### config.mk
export PLATFORM = sky130hd
export DESIGN_NAME = keyled_ram_arbiter
export DESIGN_NICKNAME = d
export VERILOG_FILES = /design/src/rtl/keyled_ram_arbiter.sv
export SDC_FILE = /design/constraint.sdc
export NUM_CORES = 1
export LEC_CHECK = 0
export CORE_AREA = 2 2 102 104
export CTS_CLUSTER_SIZE = 25
export DETAILED_ROUTE_END_ITERATION = 8
export DIE_AREA = 0 0 104 106
export PLACE_DENSITY_LB_ADDON = 0.1
export REMOVE_ABC_BUFFERS = 1
export SLEW_MARGIN = 20
export SYNTH_ARGS = -nofsm -noshare
export SYNTH_HDL_FRONTEND = slang
export SYNTH_SLANG_ARGS = --single-unit
export TNS_END_PERCENT = 5
### constraint.sdc
create_clock -name clk -period 4.4 [get_ports clk]
set_clock_uncertainty 0.15 [all_clocks]
set_input_delay 0.66 -clock clk [delete_from_list [all_inputs] [get_ports clk]]
set_output_delay 0.66 -clock clk [all_outputs]
set_load 0.1 [all_outputs]
### src/rtl/keyled_ram_arbiter.sv
// keyled_ram_arbiter: two-requester round-robin arbiter in front of a single
// synchronous RAM port with one cycle of read latency.
// Optional ownership lock compiled in with `define KEYLED_ARB_LOCK_EN.
//
// Lock FSM (KEYLED_ARB_LOCK_EN only):
//   state | meaning
//   IDLE  | plain round-robin between m0 and m1
//   OWN0  | m0 holds the RAM, only m0 may be granted
//   OWN1  | m1 holds the RAM, only m1 may be granted
module keyled_ram_arbiter #(
  parameter int ADDR_W = 14,
  parameter int DATA_W = 32
) (
  input  logic                clk,
  input  logic                reset_n,
  input  logic [ADDR_W-1:0]   m0_address,
  input  logic [DATA_W/8-1:0] m0_byteenable,
  input  logic                m0_read,
  input  logic                m0_write,
  input  logic [DATA_W-1:0]   m0_writedata,
  input  logic                m0_lock,
  output logic                m0_waitrequest,
  output logic [DATA_W-1:0]   m0_readdata,
  output logic                m0_readdatavalid,
  input  logic [ADDR_W-1:0]   m1_address,
  input  logic [DATA_W/8-1:0] m1_byteenable,
  input  logic                m1_read,
  input  logic                m1_write,
  input  logic [DATA_W-1:0]   m1_writedata,
  input  logic                m1_lock,
  output logic                m1_waitrequest,
  output logic [DATA_W-1:0]   m1_readdata,
  output logic                m1_readdatavalid,
  output logic [ADDR_W-1:0]   ram_address,
  output logic [DATA_W/8-1:0] ram_byteenable,
  output logic [DATA_W-1:0]   ram_writedata,
  output logic                ram_chipselect,
  output logic                ram_write,
  output logic                ram_clken,
  input  logic [DATA_W-1:0]   ram_readdata
);

  logic       pend0;
  logic       pend1;
  logic       rr_gnt0;
  logic       rr_gnt1;
  logic       gnt0;
  logic       gnt1;
  logic       last_grant;
  logic [1:0] rd_vld;

  assign pend0 = m0_read | m0_write;
  assign pend1 = m1_read | m1_write;

  // Round-robin pick: on contention the requester not served last wins.
  always_comb begin
    rr_gnt0 = 1'b0;
    rr_gnt1 = 1'b0;
    if (pend0 && pend1) begin
      rr_gnt0 = last_grant;
      rr_gnt1 = !last_grant;
    end else begin
      rr_gnt0 = pend0;
      rr_gnt1 = pend1;
    end
  end

`ifdef KEYLED_ARB_LOCK_EN
  typedef enum logic [1:0] {IDLE, OWN0, OWN1} lock_state_t;
  lock_state_t lock_state;

  // Final grant: an owner excludes the other requester; nothing is granted in reset.
  always_comb begin
    gnt0 = 1'b0;
    gnt1 = 1'b0;
    if (reset_n) begin
      case (lock_state)
        OWN0:    gnt0 = pend0;
        OWN1:    gnt1 = pend1;
        default: begin
          gnt0 = rr_gnt0;
          gnt1 = rr_gnt1;
        end
      endcase
    end
  end

  // Lock FSM: enter ownership on a locked grant, leave once the owner drops lock.
  always_ff @(posedge clk or negedge reset_n) begin
    if (!reset_n) begin
      lock_state <= IDLE;
    end else begin
      case (lock_state)
        IDLE: begin
          if (gnt0 && m0_lock)      lock_state <= OWN0;
          else if (gnt1 && m1_lock) lock_state <= OWN1;
        end
        OWN0:    if (!m0_lock) lock_state <= IDLE;
        OWN1:    if (!m1_lock) lock_state <= IDLE;
        default: lock_state <= IDLE;
      endcase
    end
  end
`else
  logic unused_lock;
  assign unused_lock = m0_lock ^ m1_lock;

  // Final grant: pure round-robin, nothing is granted in reset.
  always_comb begin
    gnt0 = reset_n & rr_gnt0;
    gnt1 = reset_n & rr_gnt1;
  end
`endif

  // Remember who was served last so the next contested cycle goes the other way.
  always_ff @(posedge clk or negedge reset_n) begin
    if (!reset_n) begin
      last_grant <= 1'b1;
    end else if (gnt0) begin
      last_grant <= 1'b0;
    end else if (gnt1) begin
      last_grant <= 1'b1;
    end
  end

  // One-stage read-valid pipeline that steers the RAM response to its requester.
  always_ff @(posedge clk or negedge reset_n) begin
    if (!reset_n) begin
      rd_vld <= 2'b00;
    end else begin
      rd_vld <= {gnt1 & m1_read, gnt0 & m0_read};
    end
  end

  assign ram_address    = gnt1 ? m1_address    : m0_address;
  assign ram_byteenable = gnt1 ? m1_byteenable : m0_byteenable;
  assign ram_writedata  = gnt1 ? m1_writedata  : m0_writedata;
  assign ram_chipselect = gnt0 | gnt1;
  assign ram_write      = (gnt0 & m0_write) | (gnt1 & m1_write);
  assign ram_clken      = 1'b1;

  // Waitrequest is forced high in reset so nobody believes a request was taken.
  assign m0_waitrequest = !reset_n | (pend0 & !gnt0);
  assign m1_waitrequest = !reset_n | (pend1 & !gnt1);

  assign m0_readdata      = ram_readdata;
  assign m1_readdata      = ram_readdata;
  assign m0_readdatavalid = rd_vld[0];
  assign m1_readdatavalid = rd_vld[1];

endmodule

==> results.json <==
{
  "p_comb_share_pct": 87.9,
  "synth_area_sq_um": 1400,
  "p_switching_mw": 0.516,
  "grt_pass1_wl_mm": 10.2,
  "core_area_sq_um": 10000,
  "vias": 1409,
  "worstPathRequired_ns": 3.59,
  "dp.cells": 371,
  "path_clk_slew_ns": 0.03,
  "root_buffer": "clkbuf_8",
  "io_pins": 261,
  "worstSetupEndpointType": "output pin",
  "dieArea_sq_um": 11000,
  "grt_usage_pct": 12.6,
  "grt_overflow": 0,
  "cts.path.max_buffers": 2,
  "relSlewSlack_pct": 35.5,
  "clk_latency_ns": 0.21,
  "cts.sinks": 3,
  "hp-class": "reg2reg",
  "worst_ep_arrival_time_ns": 2.75,
  "clkPwrFrac_pct": 8.3,
  "post-route-period-util_pct": 80.8,
  "cts_tree": "yes",
  "power.total_mw": 0.949,
  "crit_top_cell": "buf_12",
  "grt_pass1_vias": 1561,
  "die_w_um": 104,
  "rows": 37,
  "crit_type": "in2out",
  "final_antenna_net_count": 0,
  "leakage_nw": 1.31,
  "rsz0062_at_grt": "false",
  "drt-wirelength-per-cell_um": 19.6,
  "htree_levels": 1,
  "synth_cells": 143,
  "drt-pass1-iter-count": 4,
  "post_cts_buffers": 0,
  "postCtsHoldBufs": 0,
  "cp_slowest_cell": "clkdlybuf4s50_1",
  "ys_types": 19,
  "p_int_mw": 0.433,
  "drive_above_1_share_pct": 46.9,
  "post_cts_resized": 0,
  "numCtsBuffers": 3,
  "area_growth_pct": 128,
  "final_cell_mix": "clkdlybuf4s50_1 (107), buf_12 (51), mux2_2 (27)",
  "crit_chain": "clkdlybuf4s50_1 -> o21ai_2 -> nor2_8 -> buf_12 -> mux2_2 -> buf_12",
  "ys_seq_area_share_pct": 5.46,
  "drt_iter0_drc": 42,
  "path_delay_family": "buffers and inverters",
  "finish.utilization_pct": 31.9,
  "startpoint_type": "primary input",
  "p_per_area_nw_per_um2": 297,
  "dpl.hpwl_mm": 6.57,
  "synth_area_per_cell_sq_um": 9.78,
  "worst_pin_slew_ns": 0.964,
  "antenna_found_initial": 0,
  "vdd_drop_max_mv": 0.112,
  "routed_wl_mm": 7.37,
  "die_y_um": 106,
  "fin_nets": 380,
  "setup_tns_ns": 0,
  "n_antenna_cell": 0,
  "hold_viol_final": 0,
  "crit_fanout": 35,
  "switching_share_pct": 54.4,
  "portBuffers": 161,
  "critPathMaxStageDelay_ns": 0.67,
  "gp_congestion": 0.792,
  "vias_per_cell": 3.76,
  "layout_commonest_cell": "clkdlybuf4s50_1",
  "timing.fmax_ghz": 0.281,
  "pwr-share-seq_pct": 3.8,
  "drv_cap": 0,
  "setup_viol": 0,
  "outcome": "completed",
  "drv_slew": 0,
  "start_util_pct": 14.0,
  "grt_max_degree": 36,
  "synth_warnings": 0,
  "ys_ff_latch": 3,
  "fin_cells": 375,
  "fin_crit_ns": 3.56,
  "drc": 0,
  "fillers": 1041,
  "crit_buf_inv": 3
}
[per-stage QoR]
step	setup WS, ns	area [sq um]	hold WS [ns]
6_report	0.843	3190	0.361
3_5_place_dp	0.801	3150	0.355
4_1_cts	0.800	3190	0.361
3_3_place_gp	0.774	3150	0.353
2_1_floorplan	0.578	855	0.214
5_1_grt	0.670	3190	0.375
[path summary, 6_finish.rpt]
check                            from                to  slack [ns]  cells past startpoint
setup reg to reg           last_grant         rd_vld[1]        3.25                      2
min in group asynchronous     reset_n         rd_vld[0]        0.57                      1
setup / recovery              reset_n  ram_writedata[6]        0.84                      6
hold / removal             last_grant        last_grant        0.36                      2
hold reg to reg            last_grant        last_grant        0.36                      2
max in group asynchronous     reset_n        last_grant        3.23                      1
[power groups by stage]
stage / Sequential, mW / Clock [mW] / Combinational (mW)
floorplan: 0.0453 / 0 / 0.497
CTS: 0.0359 / 0.0821 / 0.843
global route: 0.0365 / 0.0874 / 0.859
detailed placement: 0.0360 / 0 / 0.842
finish: 0.0359 / 0.0791 / 0.834
global placement: 0.0361 / 0 / 0.842
[tightest hold or removal path: stages, from the launching register on]
cell,delay (ns)
dfstp_2,0.39
inv_1,0.05
a22oi_1,0.06
[cell usage after synthesis]
cell type	instances	area, sq um
and3_1	1	6.26
nand2_1	1	3.75
dfrtp_1	2	50.1
mux2_2	27	304
dfstp_2	1	26.3
a22oi_1	1	7.51
a21boi_0	1	7.51
buf_6	5	56.3
buf_4	65	488
mux2_4	23	345
inv_1	3	11.3
o21ai_2	1	8.76
conb_1	1	3.75
o21ai_0	2	10.0
nor2_8	1	20.0
o31ai_1	2	15.0
o21a_4	1	15.0
a21oi_1	1	5.00
nor2_1	4	15.0
[routing by layer]
| metal | GRT usage [%] | vias to the layer above | share of wire [%] |
|---|---|---|---|
| met1 | 13.5 | 593 | 36 |
| li1 | - | 612 | - |
| met4 | 1.45 | 4 | 0.19 |
| met5 | 10.0 | - | 1.6 |
| met2 | 14.8 | 196 | 36 |
| met3 | 15.7 | 4 | 26 |
[cell families (layout without fill, tap and decap cells)]
kind of cell	after synthesis	after routing	share of synthesized area, %
multiplexers	50	50	46.4
AO/OA/AOI/OAI	9	9	4.92
AND/OR/NAND/NOR	7	7	3.22
buffers and inverters	73	169	39.7
flip-flops	3	3	5.46
other	1	1	0.268
[layout make-up]
type | instances | area [sq um] | area share [%]
Clock buffer | 4 | 45.0 | 1.41
Inverter | 3 | 11.3 | 0.353
Multi-Input combinational cell | 67 | 767 | 24.0
Sequential cell | 3 | 76.3 | 2.39
Tap cell | 136 | 170 | 5.33
Timing Repair Buffer | 162 | 2120 | 66.5
[state kept, by name, indices dropped and copies added, names as in the netlist]
register,flops
rd_vld,2
last_grant,1
No activity file was read; power rests on OpenSTA's default activity.
